**config.mk**
```make
export PLATFORM = sky130hd
export DESIGN_NAME = dmem_port_arbiter
export DESIGN_NICKNAME = d
export VERILOG_FILES = /design/src/rtl/dmem_port_arbiter.sv
export SDC_FILE = /design/constraint.sdc
export NUM_CORES = 1
export LEC_CHECK = 0
export CORE_AREA = 2 2 121 123
export DETAILED_ROUTE_END_ITERATION = 6
export DIE_AREA = 0 0 123 125
export GPL_TIMING_DRIVEN = 0
export PLACE_DENSITY_LB_ADDON = 0.25
export SYNTH_ARGS = -nofsm -noshare
export SYNTH_HDL_FRONTEND = slang
export SYNTH_SLANG_ARGS = --single-unit
```
**constraint.sdc**
```tcl
create_clock -name clock -period 1.9 [get_ports clock]
set_input_delay 0.38 -clock clock [delete_from_list [all_inputs] [get_ports clock]]
set_output_delay 0.38 -clock clock [all_outputs]
set_load 0.02 [all_outputs]
```
**src/rtl/dmem_port_arbiter.sv**
```systemverilog
// Shares the data-memory port between the MEM stage and a debug/loader port; CPU grant and load are same-cycle.
// Denied CPU raises cpu_stall; debug wins after STARVE_LIMIT denied cycles or while locked; debug read data returns one cycle after ack.
module dmem_port_arbiter #(
  parameter int STARVE_LIMIT = 4,
  parameter int CNT_W        = 16
) (
  input  logic             clock,
  input  logic             reset,
  input  logic             cpu_req,
  input  logic             cpu_we,
  input  logic [31:0]      cpu_addr,
  input  logic [31:0]      cpu_wdata,
  output logic [31:0]      cpu_rdata,
  output logic             cpu_stall,
  input  logic             dbg_req,
  input  logic             dbg_we,
  input  logic [31:0]      dbg_addr,
  input  logic [31:0]      dbg_wdata,
  input  logic             dbg_lock,
  output logic             dbg_ack,
  output logic [31:0]      dbg_rdata,
  output logic             dbg_rvalid,
  output logic             mem_we,
  output logic [31:0]      mem_addr,
  output logic [31:0]      mem_wdata,
  input  logic [31:0]      mem_rdata,
  output logic [CNT_W-1:0] stall_count
);

  localparam int SW = (STARVE_LIMIT > 0) ? $clog2(STARVE_LIMIT + 1) : 1;
  localparam logic [SW-1:0] LIMIT = SW'(STARVE_LIMIT);

  logic [SW-1:0] starve_cnt;
  logic          lock_active;
  logic          starved;
  logic          dbg_gnt;
  logic          cpu_gnt;

  // Exactly one grant per cycle: debug only pre-empts a requesting CPU when locked or starved.
  always_comb begin
    starved = (starve_cnt >= LIMIT);
    dbg_gnt = dbg_req & ~reset & (~cpu_req | lock_active | starved);
    cpu_gnt = cpu_req & ~reset & ~dbg_gnt & ~lock_active;
  end

  always_comb begin
    mem_we    = 1'b0;
    mem_addr  = '0;
    mem_wdata = '0;
    if (cpu_gnt) begin
      mem_we    = cpu_we;
      mem_addr  = cpu_addr;
      mem_wdata = cpu_wdata;
    end else if (dbg_gnt) begin
      mem_we    = dbg_we;
      mem_addr  = dbg_addr;
      mem_wdata = dbg_wdata;
    end
  end

  assign cpu_stall = cpu_req & ~cpu_gnt;
  assign cpu_rdata = mem_rdata;
  assign dbg_ack   = dbg_gnt;

  always_ff @(posedge clock) begin
    if (reset) begin
      starve_cnt  <= '0;
      lock_active <= 1'b0;
      dbg_rdata   <= '0;
      dbg_rvalid  <= 1'b0;
      stall_count <= '0;
    end else begin
      if (dbg_gnt || !dbg_req) begin
        starve_cnt <= '0;
      end else if (!starved) begin
        starve_cnt <= starve_cnt + SW'(1);
      end
      // Lock is taken only on a debug grant and dropped the cycle after dbg_lock falls.
      lock_active <= dbg_lock & (lock_active | dbg_gnt);
      dbg_rvalid  <= dbg_gnt & ~dbg_we;
      if (dbg_gnt && !dbg_we) begin
        dbg_rdata <= mem_rdata;
      end
      if (cpu_stall && (stall_count != '1)) begin
        stall_count <= stall_count + CNT_W'(1);
      end
    end
  end

endmodule

```
## Yosys cells after proc, flatten, opt, wreduce, memory -nomap -nowiden

Cells that the tools add are included.

| cells by class | value |
|---|---|
| eq/ne operators | 1 |
| reductions and logical operators | 6 |
| magnitude comparators | 1 |
| add/sub/neg operators | 2 |
| muxes and demuxes | 6 |
| bitwise gates (word level) | 17 |

Operator list:

| operator | count |
|---|---|
| 2-to-1 mux 32 bit | 4 |
| adder 16 x 1 -> 16 bit, second input constant | 1 |
| != test 16 bit, second input constant | 1 |
| bitwise AND 1 bit | 8 |
| NOT 1 bit | 6 |
| adder 3 x 1 -> 3 bit, second input constant | 1 |
| >= comparator 3 bit, second input constant | 1 |
| OR 1 bit | 3 |
| logical AND 1 bit | 2 |
| zero test 1 bit | 2 |
| 2-to-1 mux 1 bit | 2 |
| OR reduction 2 bit | 1 |
| logical OR 1 bit | 1 |

| storage, ports and cells | value |
|---|---|
| output and inout bits | 148 |
| bits in registers | 53 |
| word-level logic and storage cells | 38 |

## Depth between registers and ports, before layout

| logic depth | value |
|---|---|
| depth in word-level cells | 10 |
| mapped depth | 7 |
| depth with buffers taken out | 5 |

## Worst setup path after synthesis

Ideal clock, no wire load.

| timing path | value |
|---|---|
| kind | input -> output |
| start point | input port cpu_req |
| end point | output port mem_addr[0] |
| setup slack | -25 ps |
| data required time | 1520 ps |
| arrival | 1545 ps |
| stages | 5 |
| buffers on the path | 2 |
| cells stage by stage | nor3b_2 -> nor2_1 -> clkbuf_1 -> buf_2 -> a22o_1 |

| on the way | value |
|---|---|
| cells in the longest elaborated chain, start to end | 8 |

RTL lines:

| what | line | text |
|---|---|---|
| start: declaration | 9 | `input logic cpu_req,` |
| NOT 1 bit | 42 | `dbg_gnt = dbg_req & ~reset & (~cpu_req \| lock_active \| starved);` |
| OR 1 bit (2 in a row) | 42 |  |
| bitwise AND 1 bit | 42 |  |
| NOT 1 bit | 43 | `cpu_gnt = cpu_req & ~reset & ~dbg_gnt & ~lock_active;` |
| bitwise AND 1 bit (2 in a row) | 43 |  |
| 2-to-1 mux 32 bit (*) | 50 | `if (cpu_gnt) begin` |
| end: declaration | 24 | `output logic [31:0] mem_addr,` |

Mark *: on every way between the ends. The rest lies on a longest branch, timed or not.

## Worst setup path in the final report

| timing path | value |
|---|---|
| start point | register starve_cnt[2] |
| end point | output port mem_addr[7] |

| on the way | value |
|---|---|
| cells in the longest elaborated chain, start to end | 7 |

RTL lines:

| what | line | text |
|---|---|---|
| start: declaration | 33 | `logic [SW-1:0] starve_cnt;` |
| start signal: assignment | 76 | `starve_cnt <= starve_cnt + SW'(1);` |
| >= comparator 3 bit (*) | 41 | `starved = (starve_cnt >= LIMIT);` |
| OR 1 bit (*) | 42 |  |
| bitwise AND 1 bit (*) | 42 |  |
| NOT 1 bit | 43 |  |
| bitwise AND 1 bit (2 in a row) | 43 |  |
| 2-to-1 mux 32 bit (*) | 50 |  |

Marked as above.

==> results.txt <==
* Routability Congestion: 0.9897
- The number of antenna violations at the first check in global routing was 0.
- Setup repair after global routing missed its margin: true
* Number of buffer and inverter stages on the critical path: 3
- Combinational group share of total power: 0.344
- The critical path goes through nor3b_4, nor2_4, nor4b_4, buf_6, buf_6, a22o_1, buf_4.
- CTS Root Buffer Type: clkbuf_16
- STA classifies the critical path endpoint as an output pin.
* Clock transition at path regs: 0.07 ns
- Of the total power, the clock network draws 0.314.
- In the post-synthesis netlist, the biggest area contributors are dfxtp_1 (34%), a22o_1 (18%), nand2_1 (8.7%).
- Counting the fill cells in the layout gives 1429.
- Of the post-synthesis cell area, the dominant cell type holds 0.3429.
- Entering global routing, the biggest net connects 16 pins.
- First DRT Iteration DRCs: 163
- No sink is reached through more buffers than the 2 on the longest clock path.
- Measured along the y axis, the die boundary spans 125 µm.
- Of all nets on the critical path, the largest fanout is 10.
- The max-slew violation count was 0.
- In this run the tool buffered the top-level ports with 314 buffer cells.
- Clock buffers created by TritonCTS: 5
* Main flop type after synthesis: dfxtp_1
* Global routing usage summed across all routing layers: 0.1987
* First-pass GRT wire length: 23.28 mm
* Net Sw Power: 894.7 µW
* Number of nets with antenna violations after routing: 0
* H-tree depth: 2
- Core outline area: 14200 µm²
- Slowest stage cell on the critical path: dfxtp_2
* Number of standard-cell rows in the floorplan: 44
* Routed vias/inst: 4.551
- Setup violations remaining at the end of the flow were counted as 67.
- Of the total power, registers draw 0.342.
- Kind of launch point of the worst setup path: register
* Clock sink count: 53
* Die Outline Area: 15380 µm²
- CTS tree: yes
- Cell occurring most often along the worst timing path: buf_6
- Syn Nets: 542
* Initial core utilization: 0.2178
- Of the total power, the share spent switching nets is 0.2676.
- GR Overflow Total: 0
- Result of the run: complete, but fails checks
- Power Dens Cells: 496.3 nW/µm²
- Of the cells placed in the final design, the portion with a size suffix greater than 1 is 0.2241.
- After synthesis the cells add up to 3094 µm².
* DR DRC count: 0
- Synthesized area per cell: 8.318 µm²
* Fin crit period: 2.282 ns
- Slew of the pin with the lowest slew margin: 0.5769 ns
- Worst clock skew on the final layout: 0.007501 ns
- Cell internal power was estimated by the tool at 2.449 mW.
- The checks that failed: negative setup slack.
- During synthesis, Yosys emitted a total of 0 warnings.
- Number of synthesized flops with an enable pin: 0
* Count of maximum capacitance violations: 0
- The detailed router placed 4046 vias in this run.
- STA puts the critical path data required time at 1.52 ns.
- At the later pin of the worst-skew pair, clock insertion delay measures 0.29 ns.
* DP Worst Slack: -1.455 ns
* Placed wire-length estimate after detailed placement: 13.27 mm
- In the finished design, the share of the clock period the worst path needs comes to 1.201.
- Top cell family by delay on the critical path: simple AND/OR/NAND/NOR gates
* Synthesized instance count: 372
- Biggest area consumer among synthesized cells: dfxtp_1
- Average wire per standard cell: 18.18 µm
* Sum of routed wire length over all layers: 16.17 mm
- Peak supply drop: 416.8 µV
- For this design the top-level I/O count stands at 315.
* Number of hold violations in the final report: 0
- Number of nets in the final layout: 874
- The floorplan step set the die width to 123 µm.
- Remaining max-slew budget at the tightest pin: 0.6154
* Area growth from synthesis to final layout: 117.8%
* Count of unique library cells instantiated by Yosys: 42
- Critical path's largest stage delay: 0.34 ns
* Post-route worst hold slack: 0.4530 ns
* Post-synthesis sequential element count: 53
* HP Class: reg -> reg
* Number of global-route vias before repair: 4051
* Sequential area share after synthesis: 0.3429
* FFs w/ async S/R, synth: 0
- Diodes inserted: 0
- Data arrives at the worst endpoint at 1.90 ns.
* Drt pass-1 iters: 4
- For this design the static power due to leakage is 2.781 nW.
* Setup slack after layout: -0.3817 ns
* Worst setup path category: reg -> out
- Max frequency: 0.4383 GHz
[final timing paths]
check,cells after the start,to,from,slack [ns]
worst max-delay path,7,mem_addr[7],starve_cnt[2],-0.38
worst min-delay path,2,dbg_rdata[25],dbg_rdata[25],0.45
worst max register to register,5,stall_count[8],stall_count[0],0.12
worst min register to register,2,dbg_rdata[25],dbg_rdata[25],0.45
[repair_timing]
item | in CTS | in global routing
buffers inserted | 9 | 4
hold endpoints to repair | 0 | 0
endpoints found under the setup margin | 138 | 104
hold buffers | 0 | 0
resized for setup | 441 | 10
gates cloned | 3 | 0
pin swaps | 8 | 10
[synth_stat cells (all sizes together), types with 2 or more instances]
cell and number:
and4 3, ha 3, clkbuf 12, nor2 12, buf 48, nand3 6, nor4b 3, a41oi 2
o31ai 3, nor3b 2, nand2b 3, or4 3, and3 6, nor3 3, a22o 65, nor4 3
a21oi 38, dfxtp 53, inv 5, mux2 5, a311oi 3, nor2b 6, a31oi 2, nand2 72
nand4 2, a211oi 2
[stage by stage]
step                      TNS (ns)  power, mW  area (µm²)    util  instances
after detailed placement   -112.31      2.313        6469  0.4554        870
after global placement     -105.42      2.304        6469  0.4554        870
after floorplan            -0.3388      1.602        3095       -        372
after CTS                   -23.36      3.373        6695  0.4714        886
final                       -21.65      3.344        6738  0.4744        889
after global routing        -26.73      3.482        6738  0.4744        889
[state kept, by name (all words and copies together), names as in the netlist]
register	cells
lock_active	1
starve_cnt	3
stall_count	16
dbg_rdata	32
dbg_rvalid	1
[final cells by class]
cell class	count	area [µm²]	share of cell area
inverters	5	18.77	0.002786
multi-input cells	254	1677	0.2488
clock buffers	7	142.6	0.02117
well taps	184	230.2	0.03417
repair buffers	329	3187	0.4730
plain buffers	56	384.1	0.05701
clock inverters	1	30.03	0.004457
flip-flops and latches	53	1069	0.1586
[cell families (layout without fill, tap and decap cells)]
| logic type | Yosys count | count (layout) | synth area share |
|---|---|---|---|
| AO/OA/AOI/OAI | 119 | 119 | 0.2875 |
| flip-flops | 53 | 53 | 0.3429 |
| AND/OR/NAND/NOR | 126 | 126 | 0.2022 |
| adder cells (fa/ha/maj) | 3 | 3 | 0.01213 |
| multiplexers | 6 | 6 | 0.02143 |
| buffers and inverters | 65 | 398 | 0.1338 |
[worst min-delay path: cells and delay by family, from the launching register on]
kind	cells	cell delay, ns
and+or+nand+nor	1	0.05
AOI/OAI and AO/OA	1	0.05
DFF	1	0.31
[placed cells by master, fill, tap and decap left out, drive strengths merged]
| master | instances |
|---|---|
| nor4 | 3 |
| nand2 | 72 |
| a311oi | 3 |
| dfxtp | 53 |
| clkdlybuf4s50 | 212 |
| mux2i | 1 |
| nor2 | 12 |
| o31ai | 3 |
| mux2 | 5 |
| bufinv | 1 |
| or3 | 1 |
| a22o | 65 |
| and2 | 1 |
| a211o | 1 |
| o21ai | 1 |
| nor3b | 2 |
| inv | 5 |
| and4 | 3 |
| nor4b | 3 |
| nand2b | 3 |
| a21oi | 38 |
| clkdlybuf4s15 | 2 |
| and3 | 6 |
| nand3 | 6 |
| ha | 3 |
| a41oi | 2 |
| a211oi | 2 |
| buf | 126 |
| or4 | 3 |
| nor2b | 6 |
| dlygate4sd2 | 33 |
| clkbuf | 19 |
| nand4 | 2 |
| o21ba | 1 |
| nor3 | 3 |
| a31oi | 2 |
| a32oi | 1 |
[metal layers]
metal  wire [µm]  GRT usage  up-vias  part of all wire
met2        7681     0.3399      156              0.48
met1        6875     0.2467     1886              0.43
met4         141    0.03008        0            0.0087
li1            -          -     1993                 -
met3        1466    0.06478       11             0.091
met5           0          0        -                 0
[power by group through the flow]
stage	Combinational [mW]	Clock (mW)	Sequential (mW)
3_5_place_dp	1.14	0	1.17
5_1_grt	1.22	1.12	1.15
4_1_cts	1.15	1.08	1.14
3_3_place_gp	1.14	0	1.17
2_1_floorplan	0.413	0	1.19
6_report	1.15	1.05	1.14
No activity file was read; power rests on OpenSTA's default activity.
